==> src/rtl/mem_access_unit_if.sv <==
// ---------------------------------------------------------------------------
// mem_access_unit_if.sv
//
// Bus bundles for the memory access unit.
//
// mau_req_if : controller side. The controller (master) presents one
//              load/store/fetch request at a time and waits for a one-cycle
//              completion pulse from the unit (slave).
//   req_valid, req_write, req_addr, req_funct3, req_wdata : master -> slave
//   req_ready, rsp_valid, rsp_rdata, misaligned, bus_err   : slave -> master
//
// mau_mem_if : memory side. The unit (master) issues req/gnt/rvalid
//              transactions to a variable-latency unified memory (slave).
//   mem_req, mem_we, mem_addr, mem_be, mem_wdata : master -> slave
//   mem_gnt, mem_rvalid, mem_rdata               : slave -> master
// ---------------------------------------------------------------------------

interface mau_req_if #(
  parameter int ADDR_W = 32
);
  logic              req_valid;
  logic              req_ready;
  logic              req_write;
  logic [ADDR_W-1:0] req_addr;
  logic [2:0]        req_funct3;
  logic [31:0]       req_wdata;
  logic              rsp_valid;
  logic [31:0]       rsp_rdata;
  logic              misaligned;
  logic              bus_err;

  modport master (
    output req_valid, req_write, req_addr, req_funct3, req_wdata,
    input  req_ready, rsp_valid, rsp_rdata, misaligned, bus_err
  );

  modport slave (
    input  req_valid, req_write, req_addr, req_funct3, req_wdata,
    output req_ready, rsp_valid, rsp_rdata, misaligned, bus_err
  );
endinterface

interface mau_mem_if #(
  parameter int ADDR_W = 32
);
  logic              mem_req;
  logic              mem_we;
  logic [ADDR_W-1:0] mem_addr;
  logic [3:0]        mem_be;
  logic [31:0]       mem_wdata;
  logic              mem_gnt;
  logic              mem_rvalid;
  logic [31:0]       mem_rdata;

  modport master (
    output mem_req, mem_we, mem_addr, mem_be, mem_wdata,
    input  mem_gnt, mem_rvalid, mem_rdata
  );

  modport slave (
    input  mem_req, mem_we, mem_addr, mem_be, mem_wdata,
    output mem_gnt, mem_rvalid, mem_rdata
  );
endinterface

==> src/rtl/mem_access_unit.sv <==
// ---------------------------------------------------------------------------
// mem_access_unit.sv
//
// Load/store and fetch port between the multicycle controller/datapath and
// a unified instruction/data memory with variable latency. One request is
// handled at a time: it is checked for legality, issued on the memory
// req/gnt/rvalid handshake with byte enables and lane-replicated store data,
// and load data is extracted and sign/zero-extended on return. Misaligned or
// illegal accesses and accesses that exceed TIMEOUT_CYCLES are reported with
// the one-cycle completion pulse.
//
// Ports:
//   clk     : clock, rising edge
//   rst     : asynchronous reset, active low
//   req_bus : controller side (mau_req_if.slave)
//   mem_bus : memory side (mau_mem_if.master)
// ---------------------------------------------------------------------------

module mem_access_unit #(
  parameter int TIMEOUT_CYCLES = 255,
  parameter int ADDR_W         = 32
) (
  input logic       clk,
  input logic       rst,
  mau_req_if.slave  req_bus,
  mau_mem_if.master mem_bus
);

  typedef enum logic [1:0] {
    ST_IDLE,
    ST_ISSUE,
    ST_WAIT,
    ST_RESP
  } state_e;

  localparam logic [15:0] TIMEOUT_LIM = 16'(TIMEOUT_CYCLES);

  state_e            state_q,      state_d;
  logic [15:0]       cnt_q,        cnt_d;
  logic [1:0]        addr_lo_q,    addr_lo_d;
  logic [2:0]        funct3_q,     funct3_d;
  logic              write_q,      write_d;
  logic              rsp_valid_q,  rsp_valid_d;
  logic [31:0]       rsp_rdata_q,  rsp_rdata_d;
  logic              misaligned_q, misaligned_d;
  logic              bus_err_q,    bus_err_d;
  logic              mem_req_q,    mem_req_d;
  logic              mem_we_q,     mem_we_d;
  logic [ADDR_W-1:0] mem_addr_q,   mem_addr_d;
  logic [3:0]        mem_be_q,     mem_be_d;
  logic [31:0]       mem_wdata_q,  mem_wdata_d;

  logic              req_illegal;
  logic [3:0]        req_be;
  logic [31:0]       req_lane_wdata;
  logic [7:0]        load_byte;
  logic [15:0]       load_half;
  logic [31:0]       load_data;
  logic [15:0]       cnt_inc;
  logic              timeout_hit;

  // Legality of the incoming request. Stores only know b/h/w; unsigned
  // variants and the reserved codes are rejected before touching memory.
  always_comb begin
    req_illegal = 1'b0;
    case (req_bus.req_funct3)
      3'b000:         req_illegal = 1'b0;
      3'b001:         req_illegal = req_bus.req_addr[0];
      3'b010:         req_illegal = |req_bus.req_addr[1:0];
      3'b100:         req_illegal = req_bus.req_write;
      3'b101:         req_illegal = req_bus.req_addr[0] | req_bus.req_write;
      default:        req_illegal = 1'b1;
    endcase
  end

  // Byte enables and lane replication. Replicating the store data across
  // all lanes lets the memory pick whichever lanes the enables select.
  // Loads always read the full word.
  always_comb begin
    req_be         = 4'b1111;
    req_lane_wdata = req_bus.req_wdata;
    if (req_bus.req_write) begin
      case (req_bus.req_funct3[1:0])
        2'b00: begin
          req_be         = 4'b0001 << req_bus.req_addr[1:0];
          req_lane_wdata = {4{req_bus.req_wdata[7:0]}};
        end
        2'b01: begin
          req_be         = req_bus.req_addr[1] ? 4'b1100 : 4'b0011;
          req_lane_wdata = {2{req_bus.req_wdata[15:0]}};
        end
        default: begin
          req_be         = 4'b1111;
          req_lane_wdata = req_bus.req_wdata;
        end
      endcase
    end
  end

  // Load extraction from the returned word using the latched low address
  // bits and size code.
  always_comb begin
    load_byte = 8'h00;
    case (addr_lo_q)
      2'd0:    load_byte = mem_bus.mem_rdata[7:0];
      2'd1:    load_byte = mem_bus.mem_rdata[15:8];
      2'd2:    load_byte = mem_bus.mem_rdata[23:16];
      default: load_byte = mem_bus.mem_rdata[31:24];
    endcase
    load_half = addr_lo_q[1] ? mem_bus.mem_rdata[31:16] : mem_bus.mem_rdata[15:0];
    case (funct3_q)
      3'b000:  load_data = {{24{load_byte[7]}}, load_byte};
      3'b001:  load_data = {{16{load_half[15]}}, load_half};
      3'b100:  load_data = {24'h000000, load_byte};
      3'b101:  load_data = {16'h0000, load_half};
      default: load_data = mem_bus.mem_rdata;
    endcase
  end

  // The access is aborted when the cycle now ending brings the counter up
  // to the limit, so the request stays on the bus for exactly
  // TIMEOUT_CYCLES cycles.
  assign cnt_inc     = cnt_q + 16'd1;
  assign timeout_hit = (cnt_inc == TIMEOUT_LIM);

  // Next-state and registered-output logic. Response flags default to zero
  // so they are only high in the RESP cycle; the bus outputs hold their
  // values unless a state change updates them.
  always_comb begin
    state_d      = state_q;
    cnt_d        = cnt_q;
    addr_lo_d    = addr_lo_q;
    funct3_d     = funct3_q;
    write_d      = write_q;
    rsp_valid_d  = 1'b0;
    rsp_rdata_d  = rsp_rdata_q;
    misaligned_d = 1'b0;
    bus_err_d    = 1'b0;
    mem_req_d    = mem_req_q;
    mem_we_d     = mem_we_q;
    mem_addr_d   = mem_addr_q;
    mem_be_d     = mem_be_q;
    mem_wdata_d  = mem_wdata_q;

    case (state_q)
      ST_IDLE: begin
        if (req_bus.req_valid) begin
          addr_lo_d = req_bus.req_addr[1:0];
          funct3_d  = req_bus.req_funct3;
          write_d   = req_bus.req_write;
          if (req_illegal) begin
            state_d      = ST_RESP;
            rsp_valid_d  = 1'b1;
            misaligned_d = 1'b1;
          end else begin
            state_d     = ST_ISSUE;
            cnt_d       = 16'd0;
            mem_req_d   = 1'b1;
            mem_we_d    = req_bus.req_write;
            mem_addr_d  = {req_bus.req_addr[ADDR_W-1:2], 2'b00};
            mem_be_d    = req_be;
            mem_wdata_d = req_lane_wdata;
          end
        end
      end

      // A grant in the final allowed cycle still times out: only a data
      // return can complete the access.
      ST_ISSUE: begin
        cnt_d = cnt_inc;
        if (timeout_hit) begin
          state_d     = ST_RESP;
          rsp_valid_d = 1'b1;
          bus_err_d   = 1'b1;
          mem_req_d   = 1'b0;
        end else if (mem_bus.mem_gnt) begin
          state_d   = ST_WAIT;
          mem_req_d = 1'b0;
        end
      end

      // Completion takes priority over a timeout landing in the same cycle.
      ST_WAIT: begin
        cnt_d = cnt_inc;
        if (mem_bus.mem_rvalid) begin
          state_d     = ST_RESP;
          rsp_valid_d = 1'b1;
          if (!write_q) begin
            rsp_rdata_d = load_data;
          end
        end else if (timeout_hit) begin
          state_d     = ST_RESP;
          rsp_valid_d = 1'b1;
          bus_err_d   = 1'b1;
          mem_req_d   = 1'b0;
        end
      end

      default: begin
        state_d = ST_IDLE;
      end
    endcase
  end

  always_ff @(posedge clk or negedge rst) begin
    if (!rst) begin
      state_q      <= ST_IDLE;
      cnt_q        <= 16'd0;
      addr_lo_q    <= 2'd0;
      funct3_q     <= 3'd0;
      write_q      <= 1'b0;
      rsp_valid_q  <= 1'b0;
      rsp_rdata_q  <= 32'd0;
      misaligned_q <= 1'b0;
      bus_err_q    <= 1'b0;
      mem_req_q    <= 1'b0;
      mem_we_q     <= 1'b0;
      mem_addr_q   <= '0;
      mem_be_q     <= 4'd0;
      mem_wdata_q  <= 32'd0;
    end else begin
      state_q      <= state_d;
      cnt_q        <= cnt_d;
      addr_lo_q    <= addr_lo_d;
      funct3_q     <= funct3_d;
      write_q      <= write_d;
      rsp_valid_q  <= rsp_valid_d;
      rsp_rdata_q  <= rsp_rdata_d;
      misaligned_q <= misaligned_d;
      bus_err_q    <= bus_err_d;
      mem_req_q    <= mem_req_d;
      mem_we_q     <= mem_we_d;
      mem_addr_q   <= mem_addr_d;
      mem_be_q     <= mem_be_d;
      mem_wdata_q  <= mem_wdata_d;
    end
  end

  assign req_bus.req_ready  = (state_q == ST_IDLE);
  assign req_bus.rsp_valid  = rsp_valid_q;
  assign req_bus.rsp_rdata  = rsp_rdata_q;
  assign req_bus.misaligned = misaligned_q;
  assign req_bus.bus_err    = bus_err_q;

  assign mem_bus.mem_req    = mem_req_q;
  assign mem_bus.mem_we     = mem_we_q;
  assign mem_bus.mem_addr   = mem_addr_q;
  assign mem_bus.mem_be     = mem_be_q;
  assign mem_bus.mem_wdata  = mem_wdata_q;

endmodule

==> src/flat_wrapper.sv <==
// flat-port wrapper written by rule: the top's interface ports become plain ports
module mem_access_unit_flat 
#(
  parameter int TIMEOUT_CYCLES = 255,
  parameter int ADDR_W         = 32
)
  (clk, rst, req_bus_req_valid, req_bus_req_write, req_bus_req_addr, req_bus_req_funct3, req_bus_req_wdata, req_bus_req_ready, req_bus_rsp_valid, req_bus_rsp_rdata, req_bus_misaligned, req_bus_bus_err, mem_bus_mem_req, mem_bus_mem_we, mem_bus_mem_addr, mem_bus_mem_be, mem_bus_mem_wdata, mem_bus_mem_gnt, mem_bus_mem_rvalid, mem_bus_mem_rdata);
  mau_req_if #(.ADDR_W(ADDR_W)) req_bus_i ();
  mau_mem_if #(.ADDR_W(ADDR_W)) mem_bus_i ();
  input logic clk;
  input logic rst;
  input wire logic [$bits(req_bus_i.req_valid)-1:0] req_bus_req_valid;
  input wire logic [$bits(req_bus_i.req_write)-1:0] req_bus_req_write;
  input wire logic [$bits(req_bus_i.req_addr)-1:0] req_bus_req_addr;
  input wire logic [$bits(req_bus_i.req_funct3)-1:0] req_bus_req_funct3;
  input wire logic [$bits(req_bus_i.req_wdata)-1:0] req_bus_req_wdata;
  output wire logic [$bits(req_bus_i.req_ready)-1:0] req_bus_req_ready;
  output wire logic [$bits(req_bus_i.rsp_valid)-1:0] req_bus_rsp_valid;
  output wire logic [$bits(req_bus_i.rsp_rdata)-1:0] req_bus_rsp_rdata;
  output wire logic [$bits(req_bus_i.misaligned)-1:0] req_bus_misaligned;
  output wire logic [$bits(req_bus_i.bus_err)-1:0] req_bus_bus_err;
  output wire logic [$bits(mem_bus_i.mem_req)-1:0] mem_bus_mem_req;
  output wire logic [$bits(mem_bus_i.mem_we)-1:0] mem_bus_mem_we;
  output wire logic [$bits(mem_bus_i.mem_addr)-1:0] mem_bus_mem_addr;
  output wire logic [$bits(mem_bus_i.mem_be)-1:0] mem_bus_mem_be;
  output wire logic [$bits(mem_bus_i.mem_wdata)-1:0] mem_bus_mem_wdata;
  input wire logic [$bits(mem_bus_i.mem_gnt)-1:0] mem_bus_mem_gnt;
  input wire logic [$bits(mem_bus_i.mem_rvalid)-1:0] mem_bus_mem_rvalid;
  input wire logic [$bits(mem_bus_i.mem_rdata)-1:0] mem_bus_mem_rdata;
  assign req_bus_i.req_valid = req_bus_req_valid;
  assign req_bus_i.req_write = req_bus_req_write;
  assign req_bus_i.req_addr = req_bus_req_addr;
  assign req_bus_i.req_funct3 = req_bus_req_funct3;
  assign req_bus_i.req_wdata = req_bus_req_wdata;
  assign req_bus_req_ready = req_bus_i.req_ready;
  assign req_bus_rsp_valid = req_bus_i.rsp_valid;
  assign req_bus_rsp_rdata = req_bus_i.rsp_rdata;
  assign req_bus_misaligned = req_bus_i.misaligned;
  assign req_bus_bus_err = req_bus_i.bus_err;
  assign mem_bus_mem_req = mem_bus_i.mem_req;
  assign mem_bus_mem_we = mem_bus_i.mem_we;
  assign mem_bus_mem_addr = mem_bus_i.mem_addr;
  assign mem_bus_mem_be = mem_bus_i.mem_be;
  assign mem_bus_mem_wdata = mem_bus_i.mem_wdata;
  assign mem_bus_i.mem_gnt = mem_bus_mem_gnt;
  assign mem_bus_i.mem_rvalid = mem_bus_mem_rvalid;
  assign mem_bus_i.mem_rdata = mem_bus_mem_rdata;
  mem_access_unit #(.TIMEOUT_CYCLES(TIMEOUT_CYCLES), .ADDR_W(ADDR_W)) u_core (.clk(clk), .rst(rst), .req_bus(req_bus_i), .mem_bus(mem_bus_i));
endmodule
==> config.mk <==
export PLATFORM = sky130hd
export DESIGN_NAME = mem_access_unit_flat
export DESIGN_NICKNAME = d
export VERILOG_FILES = /design/src/rtl/mem_access_unit_if.sv /design/src/rtl/mem_access_unit.sv /design/src/flat_wrapper.sv
export SDC_FILE = /design/constraint.sdc
export NUM_CORES = 1
export LEC_CHECK = 0
export BUFFER_PORTS_ARGS = -buffer_cell sky130_fd_sc_hd__buf_2
export CAP_MARGIN = 20
export CORE_MARGIN = 2
export CORE_UTILIZATION = 45
export CTS_BUF_LIST = sky130_fd_sc_hd__clkbuf_16
export CTS_CLUSTER_SIZE = 28
export DETAILED_ROUTE_END_ITERATION = 8
export GPL_TIMING_DRIVEN = 0
export PLACE_DENSITY = 0.74
export SLEW_MARGIN = 20
export SYNTH_ARGS = -nofsm -noshare
export SYNTH_HDL_FRONTEND = slang
export SYNTH_SLANG_ARGS = --single-unit
==> constraint.sdc <==
create_clock -name clk -period 4.01 [get_ports clk]
set_input_delay 0.2005 -clock clk [delete_from_list [all_inputs] [get_ports clk]]
set_output_delay 0.2005 -clock clk [all_outputs]
set_load 0.02 [all_outputs]
==> impl_metrics.toml, run 1 <==
[status]
outcome = "finished, final reports clean"

[grt]
grt_start_max_net_pins = 69
grt_pass1_vias = 5301
globalRouteMet3Util_pct = 5.38
grt_util_met2_pct = 35.8
grt_usage_pct = 22.8
overflow_left_after_global_routing = 0
globalRoute.busiestLayer = "met2"
antenna_found_initial = 0
grt.met1_usage_pct = 30.0
grt_pass1_wl_um = 26500

[sta]
worst_clock_skew_ns = 0.00829
period_share_pct = 71.5
finalMaxSlewViolations = 0
maxClockFrequency_mhz = 349
finalHoldWorstSlack_ns = 0.0109
unrepaired_setup_endpoints_after_global_routing = "no"
hold_viol = 0
final_period_minus_worst_setup_slack_ns = 2.87
timing.max_slew.rel_slack_pct = 58.4
fin_setup_tns_ns = 0
least_margin_pin_slew_ns = 0.623
finalSetupViolCount = 0

[yosys]
synthTopCellsByCount = "sky130_fd_sc_hd__dfrtp_1 (127), sky130_fd_sc_hd__nand2_1 (83), sky130_fd_sc_hd__nor2_1 (58)"
ys.warnings.count = 0
synth_area_mm2 = 0.00629
synth_cell_types = 50
netlist_instances = 639
synth_top_flop_cell = "sky130_fd_sc_hd__dfrtp_1"
synth_top_area_share_pct = 50.5
synth-seq-area-share_pct = 50.5
syn-mean-instance-area_um2 = 9.84
synth_area_leader_cell = "sky130_fd_sc_hd__dfrtp_1"
synth_top_cells_by_area = "sky130_fd_sc_hd__dfrtp_1 (51%), sky130_fd_sc_hd__mux2_2 (9.0%), sky130_fd_sc_hd__nand2_1 (5.0%), sky130_fd_sc_hd__a21oi_1 (3.6%), sky130_fd_sc_hd__nor2_1 (3.5%)"
postSynth.asyncResetShare_pct = 100
post-synth-top-count-cell = "sky130_fd_sc_hd__dfrtp_1"
synth.ff_latch_count = 127
synth_edf_count = 0

[floorplan]
die_y_um = 122
ios = 211
floorplan.initialDensity_pct = 45.6
die_w_um = 122
floorplan.die_area_mm2 = 0.0149
std_cell_rows = 43
floorplan.core_area_mm2 = 0.0138

[worst_setup_path]
timing.critical_path.slowest_cell_delay_ns = 0.50
cpMostUsedCell = "sky130_fd_sc_hd__mux2i_1"
timing.critical_path.depth = 9
worst_r2r_endpoint = "u_core.mem_bus.mem_req$_DFFE_PN0P_"
worst-r2r-setup-slack_ns = 1.14
critical_path_rt_ns = 4.28
path_class = "flop to flop"
setup.worst_path.start_class = "flop"
timing.critical_path.fanout_max = 10
worst_ep_arrival_time_ns = 3.14
crit_family = "simple AND/OR/NAND/NOR gates"
cells_on_worst_reg2reg_path = 9
setup.worst_path.start = "u_core.cnt_q[1]$_DFFE_PN0P_"
timing.critical_path.buf_inv = 1
critPathCapture = "u_core.mem_bus.mem_req$_DFFE_PN0P_"
cp_cell_sequence = "ha_1 > clkbuf_1 > nand3_1 > nor4_4 > mux2i_1 > nand4_1 > a2111oi_0 > nor2_1 > mux2i_1"
worst_path_max_delay_cell = "sky130_fd_sc_hd__dfrtp_1"
timing.rr.start = "u_core.cnt_q[1]$_DFFE_PN0P_"
sort_of_element_at_the_end_of_the_critical_path = "flop"

[clock_tree]
post-cts-setup-buffer-count = 0
clockBufferDepth = 2
cts.reportedPaths.clkPinSlew_ns = 0.06
cts_tree = "yes"
h-tree-depth = 4
root_cell_of_the_clock_tree = "sky130_fd_sc_hd__clkbuf_16"
clk_lat_worst_skew_ns = 0.42
tritoncts_num_sinks = 127
tritoncts.num_buffers = 17

[routing]
drt_pre_antenna_iters = 5
post_drt_via_cell_ratio = 5.29
via_count = 5620
drtAntennaViolNets = 0
drc = 0
drt_first_iter_violations = 461
routed_wl_um = 17000
avgRoutedWirePerCell_um = 16.0

[final_layout]
finish.instance_area_mm2 = 0.00824
number_of_nets_in_the_final_layout = 980
ratio_of_cells_with_drive_above_1_in_the_final_layout_pct = 35.9
utilization_pct = 59.8
diodes = 0
area.growth.synth_to_final_pct = 31.1

[place]
port_buffers = 207
final_estimated_routing_congestion_in_global_placement = 0.890
place.detailed.hpwl_um = 12700
dpl-instance-area_mm2 = 0.00759

[pwr]
vdd.ir_drop.worst_v = 0.000425
power.density_cell_area_mw_per_mm2 = 799
finalPower_w = 0.00658
power.static_leakage_nw = 4.09

[hold_path]
timing.hold.worst.class = "primary input to flop"

[job]
timing.max_cap.violations = 0
==> per-layer routing <==
metal	vias up	routed length, um
li1	2702	-
met1	2668	7530
met2	212	8030
met3	38	972
met4	0	503
met5	-	0
==> registers in the layout, indices dropped and copies added (netlist names) <==
register and count:
u_core.req_bus.rsp_valid 1, u_core.state_q 2, u_core.cnt_q 16, u_core.mem_bus.mem_be 4
u_core.mem_bus.mem_wdata 32, u_core.req_bus.bus_err 1, u_core.mem_bus.mem_req 1, u_core.write_q 1
u_core.funct3_q 3, u_core.addr_lo_q 2, u_core.mem_bus.mem_addr 30, u_core.req_bus.rsp_rdata 32
u_core.req_bus.misaligned 1, u_core.mem_bus.mem_we 1
==> cell usage in the layout, fill, tap and decap left out, types with 3 or more instances in the layout <==
master,count
sky130_fd_sc_hd__nor2b_1,13
sky130_fd_sc_hd__nor2_1,58
sky130_fd_sc_hd__xnor2_1,4
sky130_fd_sc_hd__clkinv_4,4
sky130_fd_sc_hd__buf_2,217
sky130_fd_sc_hd__ha_1,6
sky130_fd_sc_hd__nand3_1,11
sky130_fd_sc_hd__a22o_1,12
sky130_fd_sc_hd__o22ai_1,8
sky130_fd_sc_hd__bufinv_16,4
sky130_fd_sc_hd__nand2b_1,7
sky130_fd_sc_hd__a31oi_1,8
sky130_fd_sc_hd__nor3_1,10
sky130_fd_sc_hd__clkbuf_2,3
sky130_fd_sc_hd__o31ai_1,11
sky130_fd_sc_hd__mux2_2,50
sky130_fd_sc_hd__a21o_1,6
sky130_fd_sc_hd__inv_1,19
sky130_fd_sc_hd__nand2_1,83
sky130_fd_sc_hd__clkbuf_16,17
sky130_fd_sc_hd__nand4_1,5
sky130_fd_sc_hd__buf_1,9
sky130_fd_sc_hd__dfrtp_1,127
sky130_fd_sc_hd__clkbuf_1,23
sky130_fd_sc_hd__a211oi_1,13
sky130_fd_sc_hd__mux2i_1,18
sky130_fd_sc_hd__o21ai_0,43
sky130_fd_sc_hd__inv_6,4
sky130_fd_sc_hd__and3_1,3
sky130_fd_sc_hd__a21oi_1,45
==> cell families (layout without fill, tap and decap cells) <==
logic type	after synthesis	count (layout)	synth area share (%)
simple gates	205	205	15.1
compound gates	158	158	15.6
flops	127	127	50.5
mux	69	69	12.2
buf+inv	69	311	4.76
fa+ha+maj	6	6	1.19
xor+xnor	4	4	0.557
other cells	1	2	0.0596
==> area by class of cell <==
cell class                 instances  area, um2
buffer                            50        228
clock buffer                      17        425
clock inverter                    15        206
fill                            1250       5530
inverter                          19       71.3
multi-input combinational        444       2810
sequential                       127       3180
tap                              180        225
timing repair buffer             210       1090
==> repair_timing <==
item                                   4_1_cts  5_1_grt
gates resized for setup                      0        0
hold buffers                                 2        0
endpoints found under the hold margin       60        0
==> where the power goes <==
group | internal (W) | switching, W
sequential | 0.00184 | 0.000294
combinational | 0.00102 | 0.00179
clock | 0.00105 | 0.000598
==> how the worst min path moves through the flow <==
stage,to,cells after the start,startpoint,slack [ns]
3_5_place_dp,u_core.cnt_q[2]$_DFFE_PN0P_,1,rst,0.16
5_1_grt,u_core.mem_bus.mem_addr[5]$_DFFE_PN0P_,2,req_bus_req_addr[5],0.002
4_1_cts,u_core.mem_bus.mem_addr[10]$_DFFE_PN0P_,2,req_bus_req_addr[10],0.0007
2_1_floorplan,u_core.addr_lo_q[0]$_DFFE_PN0P_,0,rst,-0.1
6_report,u_core.mem_bus.mem_addr[5]$_DFFE_PN0P_,2,req_bus_req_addr[5],0.01
3_3_place_gp,u_core.mem_bus.mem_addr[30]$_DFFE_PN0P_,2,req_bus_req_addr[30],0.43
==> stage by stage <==
| stage | setup WS (ns) | instances |
|---|---|---|
| 2_1_floorplan | 1.69 | 640 |
| 4_1_cts | 1.17 | 1062 |
| 5_1_grt | 0.911 | 1062 |
| 6_report | 1.14 | 1062 |
| 3_5_place_dp | 1.18 | 1028 |
| 3_3_place_gp | 1.03 | 1027 |
Power figures use the tool's default switching activity.
==> run 2: changes to the inputs <==
Settings changed: ABC_AREA from default to 1.
Clock period 4.01 ns to 3 ns, I/O delays scaled along.
==> impl_metrics.toml, run 2 <==
[status]
outcome = "finished, final reports clean"

[sta]
fin_setup_tns_ns = 0
timing.max_slew.rel_slack_pct = 56.8
unrepaired_setup_endpoints_after_global_routing = "no"
final_period_minus_worst_setup_slack_ns = 2.14
period_share_pct = 71.4
least_margin_pin_slew_ns = 0.645
maxClockFrequency_mhz = 467
finalSetupViolCount = 0
layout_setup_ws_ns = 0.859
finalMaxSlewViolations = 0
hold_viol = 0
worst_clock_skew_ns = 0.00894

[worst_setup_path]
path_class = "flop to flop"
timing.critical_path.slowest_cell_delay_ns = 0.41
setup.worst_path.start_class = "flop"
worst_ep_arrival_time_ns = 2.50
timing.critical_path.fanout_max = 10
cp_cell_sequence = "inv_1 > ha_1 > nand2_1 > nor2_1 > clkbuf_1 > buf_2 > o211ai_1 > nand2_1"
cpMostUsedCell = "sky130_fd_sc_hd__nand2_1"
timing.rr.start = "u_core.state_q[0]$_DFFE_PN0P_"
critical_path_rt_ns = 3.36
worst-r2r-setup-slack_ns = 0.86
cells_on_worst_reg2reg_path = 8
sort_of_element_at_the_end_of_the_critical_path = "flop"
worst_r2r_endpoint = "u_core.req_bus.rsp_rdata[13]$_DFFE_PN0P_"
worst_path_max_delay_cell = "sky130_fd_sc_hd__dfrtp_1"

[clock_tree]
tritoncts_num_sinks = 127
cts.reportedPaths.clkPinSlew_ns = 0.06
clockBufferDepth = 2
cts_tree = "yes"
clk_lat_worst_skew_ns = 0.43
root_cell_of_the_clock_tree = "sky130_fd_sc_hd__clkbuf_16"
h-tree-depth = 4
tritoncts.num_buffers = 17
post-cts-setup-buffer-count = 0

[yosys]
synth_edf_count = 0
synth_top_cells_by_area = "sky130_fd_sc_hd__dfrtp_1 (51%), sky130_fd_sc_hd__nand2_1 (18%), sky130_fd_sc_hd__o21ai_0 (8.0%), sky130_fd_sc_hd__nand3_1 (5.3%), sky130_fd_sc_hd__inv_1 (4.2%)"
synth_top_flop_cell = "sky130_fd_sc_hd__dfrtp_1"
postSynth.asyncResetShare_pct = 100
synth.ff_latch_count = 127
synth_cell_types = 30
synth_top_area_share_pct = 50.6
synthTopCellsByCount = "sky130_fd_sc_hd__nand2_1 (300), sky130_fd_sc_hd__dfrtp_1 (127), sky130_fd_sc_hd__o21ai_0 (100)"
synth_area_leader_cell = "sky130_fd_sc_hd__dfrtp_1"
post-synth-top-count-cell = "sky130_fd_sc_hd__nand2_1"
synth_area_mm2 = 0.00628
netlist_instances = 817
syn-mean-instance-area_um2 = 7.69
ys.warnings.count = 0
synth-seq-area-share_pct = 50.6

[floorplan]
die_w_um = 122
floorplan.core_area_mm2 = 0.0138
floorplan.die_area_mm2 = 0.0149
std_cell_rows = 43
die_y_um = 122
floorplan.initialDensity_pct = 45.6
ios = 211

[routing]
post_drt_via_cell_ratio = 5.05
avgRoutedWirePerCell_um = 14.8
drt_pre_antenna_iters = 5
routed_wl_um = 19000
drc = 0
drt_first_iter_violations = 431
via_count = 6481
drtAntennaViolNets = 0

[pwr]
switching_share_pct = 44.2
pwr-share-seq_pct = 33.6
vdd.ir_drop.worst_v = 0.000571
clock_power_share_pct = 22.2
power.density_cell_area_mw_per_mm2 = 1010
power.static_leakage_nw = 4.49
power_frac_comb_pct = 44.2
internal_power_w = 0.00483
netSwitchingPower_w = 0.00383

[final_layout]
number_of_nets_in_the_final_layout = 1201
utilization_pct = 62.3
diodes = 0
final_cell_mix = "sky130_fd_sc_hd__nand2_1 (300), sky130_fd_sc_hd__buf_2 (221), sky130_fd_sc_hd__dfrtp_1 (127), sky130_fd_sc_hd__o21ai_0 (100), sky130_fd_sc_hd__inv_1 (71)"
ratio_of_cells_with_drive_above_1_in_the_final_layout_pct = 24.6
layout_commonest_cell = "sky130_fd_sc_hd__nand2_1"
area.growth.synth_to_final_pct = 36.6

[place]
place.detailed.hpwl_um = 13300
port_buffers = 207
final_estimated_routing_congestion_in_global_placement = 0.924
preCtsSetupSlack_ns = 0.866

[hold_path]
hp-start = "mem_bus_mem_rdata[1]"
min_to = "u_core.req_bus.rsp_rdata[1]$_DFFE_PN0P_"
hold-path-cell-count = 3
timing.hold.worst.class = "primary input to flop"

[grt]
grt_start_max_net_pins = 77
grt_usage_pct = 26.4
grt_pass1_vias = 6372
grt_pass1_wl_um = 30800
overflow_left_after_global_routing = 0
antenna_found_initial = 1

[job]
timing.max_cap.violations = 0
## run 2: cell types whose count changed in the layout (fill, tap and decap cells not counted), sizes merged, moves of 32 or more
| cell | change |
|---|---|
| nand2 | +219 |
| o21ai | +59 |
| nand3 | +57 |
| inv | +53 |
| mux2 | -50 |
| dlygate4sd3 | +43 |
| a21oi | -32 |
## run 2: what timing repair did
item                                    CTS  global route
endpoints found under the setup margin    0             0
endpoints found under the hold margin    95             0
gates resized for setup                   0             0
hold buffers                             45             0
## run 2: kinds of logic after synthesis
logic type / Yosys count / synth area share (%)
buffers and inverters: 116 / 7.35
adders and majority gates: 6 / 1.19
and+or+nand+nor: 412 / 27.0
AOI/OAI and AO/OA: 153 / 13.5
other: 1 / 0.0597
xor gates and xnor gates: 2 / 0.279
DFF: 127 / 50.6
## run 2: layer usage
layer | vias up | track usage, % | wire [um]
li1 | 3190 | - | -
met1 | 3011 | 33.1 | 8040
met2 | 253 | 43.4 | 9170
met3 | 25 | 9.32 | 1520
met4 | 2 | 7.26 | 280
met5 | - | 0 | 11
## run 2: worst max path at each step
stage / startpoint / endpoint / cells past startpoint
floorplan: u_core.state_q[0]$_DFFE_PN0P_ / u_core.mem_bus.mem_addr[11]$_DFFE_PN0P_ / 8
detailed placement: u_core.state_q[0]$_DFFE_PN0P_ / u_core.req_bus.rsp_rdata[13]$_DFFE_PN0P_ / 8
finish: u_core.state_q[0]$_DFFE_PN0P_ / u_core.req_bus.rsp_rdata[13]$_DFFE_PN0P_ / 8
global placement: rst / u_core.mem_bus.mem_addr[21]$_DFFE_PN0P_ / 1
global route: u_core.cnt_q[1]$_DFFE_PN0P_ / u_core.req_bus.rsp_valid$_DFF_PN0_ / 13
CTS: u_core.state_q[0]$_DFFE_PN0P_ / u_core.req_bus.rsp_rdata[15]$_DFFE_PN0P_ / 8
## run 2: power groups by stage
stage	Sequential, W	Clock, W	Combinational [W]
5_1_grt	0.00300	0.00201	0.00425
2_1_floorplan	0.00369	0	0.00160
6_report	0.00291	0.00192	0.00383
3_5_place_dp	0.00289	0	0.00376
3_3_place_gp	0.00289	0	0.00369
4_1_cts	0.00290	0.00194	0.00381
## run 2: through the flow
step                      cells  instance area [um2]  total power [W]  hold slack, ns
after floorplan             818                 6290          0.00530          -0.146
after global placement     1205                 7550          0.00659           0.351
after detailed placement   1206                 7590          0.00665          0.0880
after CTS                  1283                 8580          0.00864         0.00648
after global routing       1283                 8580          0.00926         0.00402
final                      1283                 8580          0.00865          0.0140
## run 2: area by class of cell
class | count | area, um2
clock buffers | 17 | 425
plain buffers | 39 | 173
fillers | 1234 | 5190
inverters | 77 | 289
multi-input cells | 575 | 2650
repair buffers | 253 | 1520
flip-flops and latches | 127 | 3180
clock inverters | 15 | 123
well taps | 180 | 225
## run 2: worst max-delay path, delay by kind of cell (launching register included)
kind / cells / cell delay (ns)
buffers and inverters: 3 / 0.76
and+or+nand+nor: 3 / 0.54
DFF: 1 / 0.41
AOI/OAI and AO/OA: 1 / 0.15
adders and majority gates: 1 / 0.21
